## src/rtl/regwb_pkg.sv

```systemverilog
// Shared types and defaults for the register-file writeback arbiter.
package regwb_pkg;

  typedef enum logic {
    ST_CLEAR = 1'b0,
    ST_RUN   = 1'b1
  } state_t;

  localparam int DEF_DATA_W   = 32;
  localparam int DEF_ADDR_W   = 5;
  localparam int DEF_NUM_REGS = 32;
  localparam int ZERO_REG     = 0;

endpackage

```

## src/rtl/rr_arbiter.sv

```systemverilog
// Combinational round-robin arbiter: picks the first asserted request
// scanning from ptr upward (mod N). The pointer register is owned by the caller.
module rr_arbiter #(
  parameter int N     = 3,
  parameter int PTR_W = (N > 1) ? $clog2(N) : 1
) (
  input  logic [N-1:0]     req,
  input  logic [PTR_W-1:0] ptr,
  output logic [N-1:0]     gnt,
  output logic [PTR_W-1:0] idx
);

  int   cand;
  logic found;

  // Rotating priority scan starting at ptr.
  always_comb begin
    gnt   = '0;
    idx   = '0;
    found = 1'b0;
    cand  = 0;
    for (int k = 0; k < N; k++) begin
      cand = (int'(ptr) + k) % N;
      if (!found && req[cand]) begin
        found     = 1'b1;
        gnt[cand] = 1'b1;
        idx       = PTR_W'(cand);
      end
    end
  end

endmodule

```

## src/rtl/regfile_wb_arbiter.sv

```systemverilog
// Write-port controller for register_file: clears every register after
// reset, then round-robin arbitrates writeback requesters onto the port.
// Optional write-to-read forwarding ports are built when REGWB_FWD_EN is defined.
module regfile_wb_arbiter #(
  parameter int NUM_REQ  = 3,
  parameter int DATA_W   = regwb_pkg::DEF_DATA_W,
  parameter int ADDR_W   = regwb_pkg::DEF_ADDR_W,
  parameter int NUM_REGS = regwb_pkg::DEF_NUM_REGS
) (
  input  logic                      clk,
  input  logic                      rst,
  input  logic [NUM_REQ-1:0]        req_valid,
  output logic [NUM_REQ-1:0]        req_ready,
  input  logic [NUM_REQ*ADDR_W-1:0] req_dest,
  input  logic [NUM_REQ*DATA_W-1:0] req_data,
  output logic                      reg_write_en,
  output logic [ADDR_W-1:0]         reg_write_dest,
  output logic [DATA_W-1:0]         reg_write_data,
  output logic                      init_done
`ifdef REGWB_FWD_EN
  ,
  input  logic [ADDR_W-1:0]         reg_read_addr_1,
  input  logic [ADDR_W-1:0]         reg_read_addr_2,
  output logic                      fwd_valid_1,
  output logic                      fwd_valid_2,
  output logic [DATA_W-1:0]         fwd_data_1,
  output logic [DATA_W-1:0]         fwd_data_2
`endif
);

  import regwb_pkg::*;

  localparam int PTR_W = (NUM_REQ > 1) ? $clog2(NUM_REQ) : 1;
  localparam int CNT_W = (NUM_REGS > 1) ? $clog2(NUM_REGS) : 1;

  state_t              state;
  logic [CNT_W-1:0]    clr_cnt;
  logic [PTR_W-1:0]    rr_ptr;
  logic [PTR_W-1:0]    gnt_idx;
  logic [PTR_W-1:0]    rr_nxt;
  logic [NUM_REQ-1:0]  gnt;
  logic                accept;
  logic [ADDR_W-1:0]   sel_dest;
  logic [DATA_W-1:0]   sel_data;
  logic                we_q;
  logic [ADDR_W-1:0]   dest_q;
  logic [DATA_W-1:0]   data_q;
  logic                done_q;

  rr_arbiter #(
    .N     (NUM_REQ),
    .PTR_W (PTR_W)
  ) u_arb (
    .req (req_valid),
    .ptr (rr_ptr),
    .gnt (gnt),
    .idx (gnt_idx)
  );

  // Grants only exist in RUN and never while reset is held.
  assign req_ready = (state == ST_RUN && !rst) ? gnt : '0;
  assign accept    = |(req_valid & req_ready);
  assign sel_dest  = req_dest[int'(gnt_idx)*ADDR_W +: ADDR_W];
  assign sel_data  = req_data[int'(gnt_idx)*DATA_W +: DATA_W];
  assign rr_nxt    = (int'(gnt_idx) == NUM_REQ - 1) ? '0 : gnt_idx + 1'b1;

  // Reset wins over a write registered in the previous cycle.
  assign reg_write_en   = we_q & ~rst;
  assign reg_write_dest = rst ? '0 : dest_q;
  assign reg_write_data = rst ? '0 : data_q;
  assign init_done      = done_q & ~rst;

  // Clear sequence, then arbitration with a one-cycle write latency.
  always_ff @(posedge clk) begin
    if (rst) begin
      state   <= ST_CLEAR;
      clr_cnt <= '0;
      rr_ptr  <= '0;
      we_q    <= 1'b0;
      dest_q  <= '0;
      data_q  <= '0;
      done_q  <= 1'b0;
    end else begin
      case (state)
        ST_CLEAR: begin
          we_q   <= 1'b1;
          dest_q <= ADDR_W'(clr_cnt);
          data_q <= '0;
          if (clr_cnt == CNT_W'(NUM_REGS - 1)) begin
            state  <= ST_RUN;
            done_q <= 1'b1;
          end else begin
            clr_cnt <= clr_cnt + 1'b1;
          end
        end
        ST_RUN: begin
          if (accept) begin
            rr_ptr <= rr_nxt;
            dest_q <= sel_dest;
            data_q <= sel_data;
            we_q   <= (sel_dest != ADDR_W'(ZERO_REG));
          end else begin
            we_q <= 1'b0;
          end
        end
        default: state <= ST_CLEAR;
      endcase
    end
  end

`ifdef REGWB_FWD_EN
  // Bypass the value being written this cycle to matching read ports.
  assign fwd_valid_1 = reg_write_en && (reg_write_dest == reg_read_addr_1) &&
                       (reg_read_addr_1 != ADDR_W'(ZERO_REG));
  assign fwd_valid_2 = reg_write_en && (reg_write_dest == reg_read_addr_2) &&
                       (reg_read_addr_2 != ADDR_W'(ZERO_REG));
  assign fwd_data_1  = fwd_valid_1 ? reg_write_data : '0;
  assign fwd_data_2  = fwd_valid_2 ? reg_write_data : '0;
`endif

endmodule

```

## config.mk

```make
export PLATFORM = sky130hd
export DESIGN_NAME = regfile_wb_arbiter
export DESIGN_NICKNAME = d
export VERILOG_FILES = /design/src/rtl/regwb_pkg.sv /design/src/rtl/rr_arbiter.sv /design/src/rtl/regfile_wb_arbiter.sv
export SDC_FILE = /design/constraint.sdc
export NUM_CORES = 1
export LEC_CHECK = 0
export ABC_AREA = 1
export CAP_MARGIN = 20
export CORE_ASPECT_RATIO = 0.6
export CORE_UTILIZATION = 41
export DETAILED_ROUTE_END_ITERATION = 8
export PLACE_DENSITY = 0.94
export SLEW_MARGIN = 20
export SYNTH_ARGS = -nofsm -noshare
export SYNTH_HDL_FRONTEND = slang
export SYNTH_SLANG_ARGS = --single-unit
```

## constraint.sdc

```tcl
create_clock -name clk -period 2.6 [get_ports clk]
set_input_delay 0.52 -clock clk [delete_from_list [all_inputs] [get_ports clk]]
set_output_delay 0.52 -clock clk [all_outputs]
set_load 0.05 [all_outputs]
```

==> impl_metrics.tcl <==
set metrics [dict create \
    cts.clk_slew.worst_paths_ns 0.06 \
    cp_top_family "buffers and inverters" \
    cts.sinks 47 \
    synth_area_per_cell_um2 5.777 \
    yosysTopAreaCellShare_pct 29.56 \
    drive_above_1_share_pct 14.51 \
    swShare_pct 26.15 \
    fin_crit_ns 2.605 \
    synth_edf_count 0 \
    slowest_stage "clkdlybuf4s50_1" \
    ys_types 26 \
    synthAdderAreaFrac_pct 2.358 \
    antenna_found_initial 0 \
    gp_congestion 0.9870 \
    vias_per_cell 5.011 \
    worstPathCellList "clkdlybuf4s50_1, buf_4, nand3_1, nand2_1, nand4_1, a21oi_2, buf_12" \
    synth_flop_cell "dfxtp_1" \
    path_buf_inv 3 \
    status "finished with violations" \
    synth_seq_cells 47 \
    async_reset_ff_share_pct 0 \
    die-height_um 70.25 \
    synthesis.nets 673 \
    clk_latency_ns 0.28 \
    end_kind "output pin" \
    synth_xor_area_share_pct 0.2752 \
    violations "setup timing" \
    grt_pass1_vias 3882 \
    critical_path_class "in -> out" \
    max_freq_mhz 383.9 \
    io_buffers 157 \
    start_util_pct 43.09 \
    slew_violations 0 \
    grt_usage_pct 27.57 \
    rows 24 \
    synth_top_family_by_area "simple AND/OR/NAND/NOR gates" \
    drt_iter0_drc 384 \
    dpl-instance-area_mm2 0.004833 \
    cp.required_ns 2.08 \
    fin_crit_sh_pct 100.2 \
    slew_headroom_pct 67.23 \
    cts_tree "yes" \
    synth_compound_area_share_pct 12.42 \
    route.detailed.drc 0 \
    busiest_layer "met2" \
    synthCells 551 \
    fillers 632 \
    worstPathArrival_ns 2.08 \
    diodes 0 \
    peakVddDrop_v 0.0002894 \
    post-route-util_pct 69.07 \
    area_delta_synth_final_pct 60.30 \
    clkPwrFrac_pct 36.2 \
    grt_max_degree 47 \
    fin_skew_ns 0.002776 \
    max-cap-violations 0 \
    pwr-share-comb_pct 24.7 \
    htreeDepth 2 \
    yosys.area.top_type "dfxtp_1" \
    grt_overflow 0 \
    yosys.area_share.simple_pct 43.44 \
    crit_fanout 5 \
    root_buffer "clkbuf_16" \
    vias 4079 \
    die_area_mm2 0.008131 \
    dr.pass1.iters 7 \
    seq_power_share_pct 39.1 \
    dieWidth_um 115.8 \
    wl_per_cell_um 13.65 \
    finalNetCount 831 \
    tns_ns -0.007588 \
    finalWorstSetupSlack_ns -0.004944 \
    holdWs_ns 0.4718 \
    numCtsBuffers 5 \
    met3_usage_pct 5.469 \
    wl_um 11110 \
    clockBufferDepth 2 \
    ios 158 \
    pre_cts_slack_ns -0.07967 \
    gr-usage-met1_pct 35.04 \
    p_leak_nw 2.301 \
    coreArea_mm2 0.007387 \
    yosysWarnings 0 \
    ant_nets 0 \
    cpPeakStageDelay_ns 0.54 \
    switching_power_w 0.0004897 \
    syn-cell-area_mm2 0.003183 \
    cp-start-kind "input pin" \
    met2_usage_pct 47.37 \
    synth_mux_area_share_pct 0 \
    grt_pass1_wl_um 17830 \
    p_int_w 0.001383 \
    setup_viol 2 \
    hold_path_class "reg -> reg" \
    ys_seq_area_share_pct 29.56 \
    worst_pin_slew_ns 0.4916 \
    stdcell_area_mm2 0.005102 \
    synth_area_leaders "dfxtp_1 30%, nand2_1 22%, nor2_1 10%, inv_1 6.3%, o21ai_0 5.8%" \
    power.density_mw_per_mm2 367.0 \
    hold_viol_final 0 \
    place_hpwl_um 8175 \
]
## kinds of logic after synthesis
family,Yosys count
fa+ha+maj,6
simple gates,332
xor+xnor,1
flops,47
compound gates,79
buf+inv,86
## flip-flops by register name, summed over array words and instances (netlist names)
signal and cells:
state 1, we_q 1, clr_cnt 5, done_q 1, rr_ptr 2, data_q 32, dest_q 5
## cells in the final DEF (no fill, tap or decap), drive strengths merged, types with 5 or more instances in the layout
master	n
inv	57
clkdlybuf4s50	113
a21oi	5
buf	63
clkbuf	7
nand4	5
dfxtp	47
nand3	41
o21ai	74
nor2	90
nand2	196
ha	6
## worst reg2reg max path, stage by stage (launching register included)
cell and delay [ns]:
dfxtp_4 0.36, inv_1 0.08, ha_2 0.27, inv_2 0.06, nand2_2 0.08, nand3_1 0.08
nand2_1 0.16, nand4_1 0.20, buf_4 0.20, nand2_1 0.07, nand3_2 0.11, nand3_4 0.19
buf_4 0.28, nand3_1 0.15, nand3_1 0.10
## what timing repair did
item,in CTS,in global routing
gates cloned,0,1
hold buffers,0,0
setup buffers,1,4
pin swaps,2,6
endpoints found under the hold margin,0,0
resized for setup,6,14
endpoints found under the setup margin,4,36
## layer usage
metal,up-vias,part of all wire (%)
li1,2038,-
met5,-,0
met4,0,2.0
met1,1808,43
met2,207,46
met3,26,9.6
## worst paths after layout
path                          start                endpoint  slack [ns]  cells after the start
max                    req_valid[2]            req_ready[2]      -0.005                      7
min             done_q$_SDFFE_PP0P_     done_q$_SDFFE_PP0P_        0.47                      2
max reg2reg  rr_ptr[1]$_SDFFE_PP0P_  dest_q[4]$_SDFFE_PP0P_        0.14                     14
min reg2reg     done_q$_SDFFE_PP0P_     done_q$_SDFFE_PP0P_        0.47                      2
## through the flow
step / std cells / total power [W]
finish: 814 / 0.001873
global route: 814 / 0.001963
CTS: 809 / 0.001876
detailed placement: 800 / 0.001199
global placement: 800 / 0.001185
floorplan: 551 / 0.0009555
## power by group through the flow
stage          sequential [W]  clock (W)  combinational, W
6_report             0.000732   0.000678          0.000462
3_3_place_gp         0.000750          0          0.000435
4_1_cts              0.000734   0.000689          0.000453
5_1_grt              0.000733   0.000722          0.000508
2_1_floorplan        0.000748          0          0.000208
3_5_place_dp         0.000750          0          0.000448
## Yosys cell counts, types with 6 or more instances
master     n
buf_2      9
dfxtp_1   47
ha_1       6
inv_1     53
nand2_1  189
nand2_2    6
nand3_1   35
nor2_1    88
o21ai_0   37
o21ai_1   37
## area by class of cell
cell class | instances | area, um^2 | area share (%)
Clock buffer | 7 | 152.6 | 2.992
Clock inverter | 1 | 7.507 | 0.1471
Inverter | 59 | 225.2 | 4.414
Timing Repair Buffer | 177 | 1714 | 33.59
Tap cell | 104 | 130.1 | 2.550
Sequential cell | 47 | 948.4 | 18.59
Multi-Input combinational cell | 419 | 1924 | 37.71
Power figures use the tool's default switching activity.
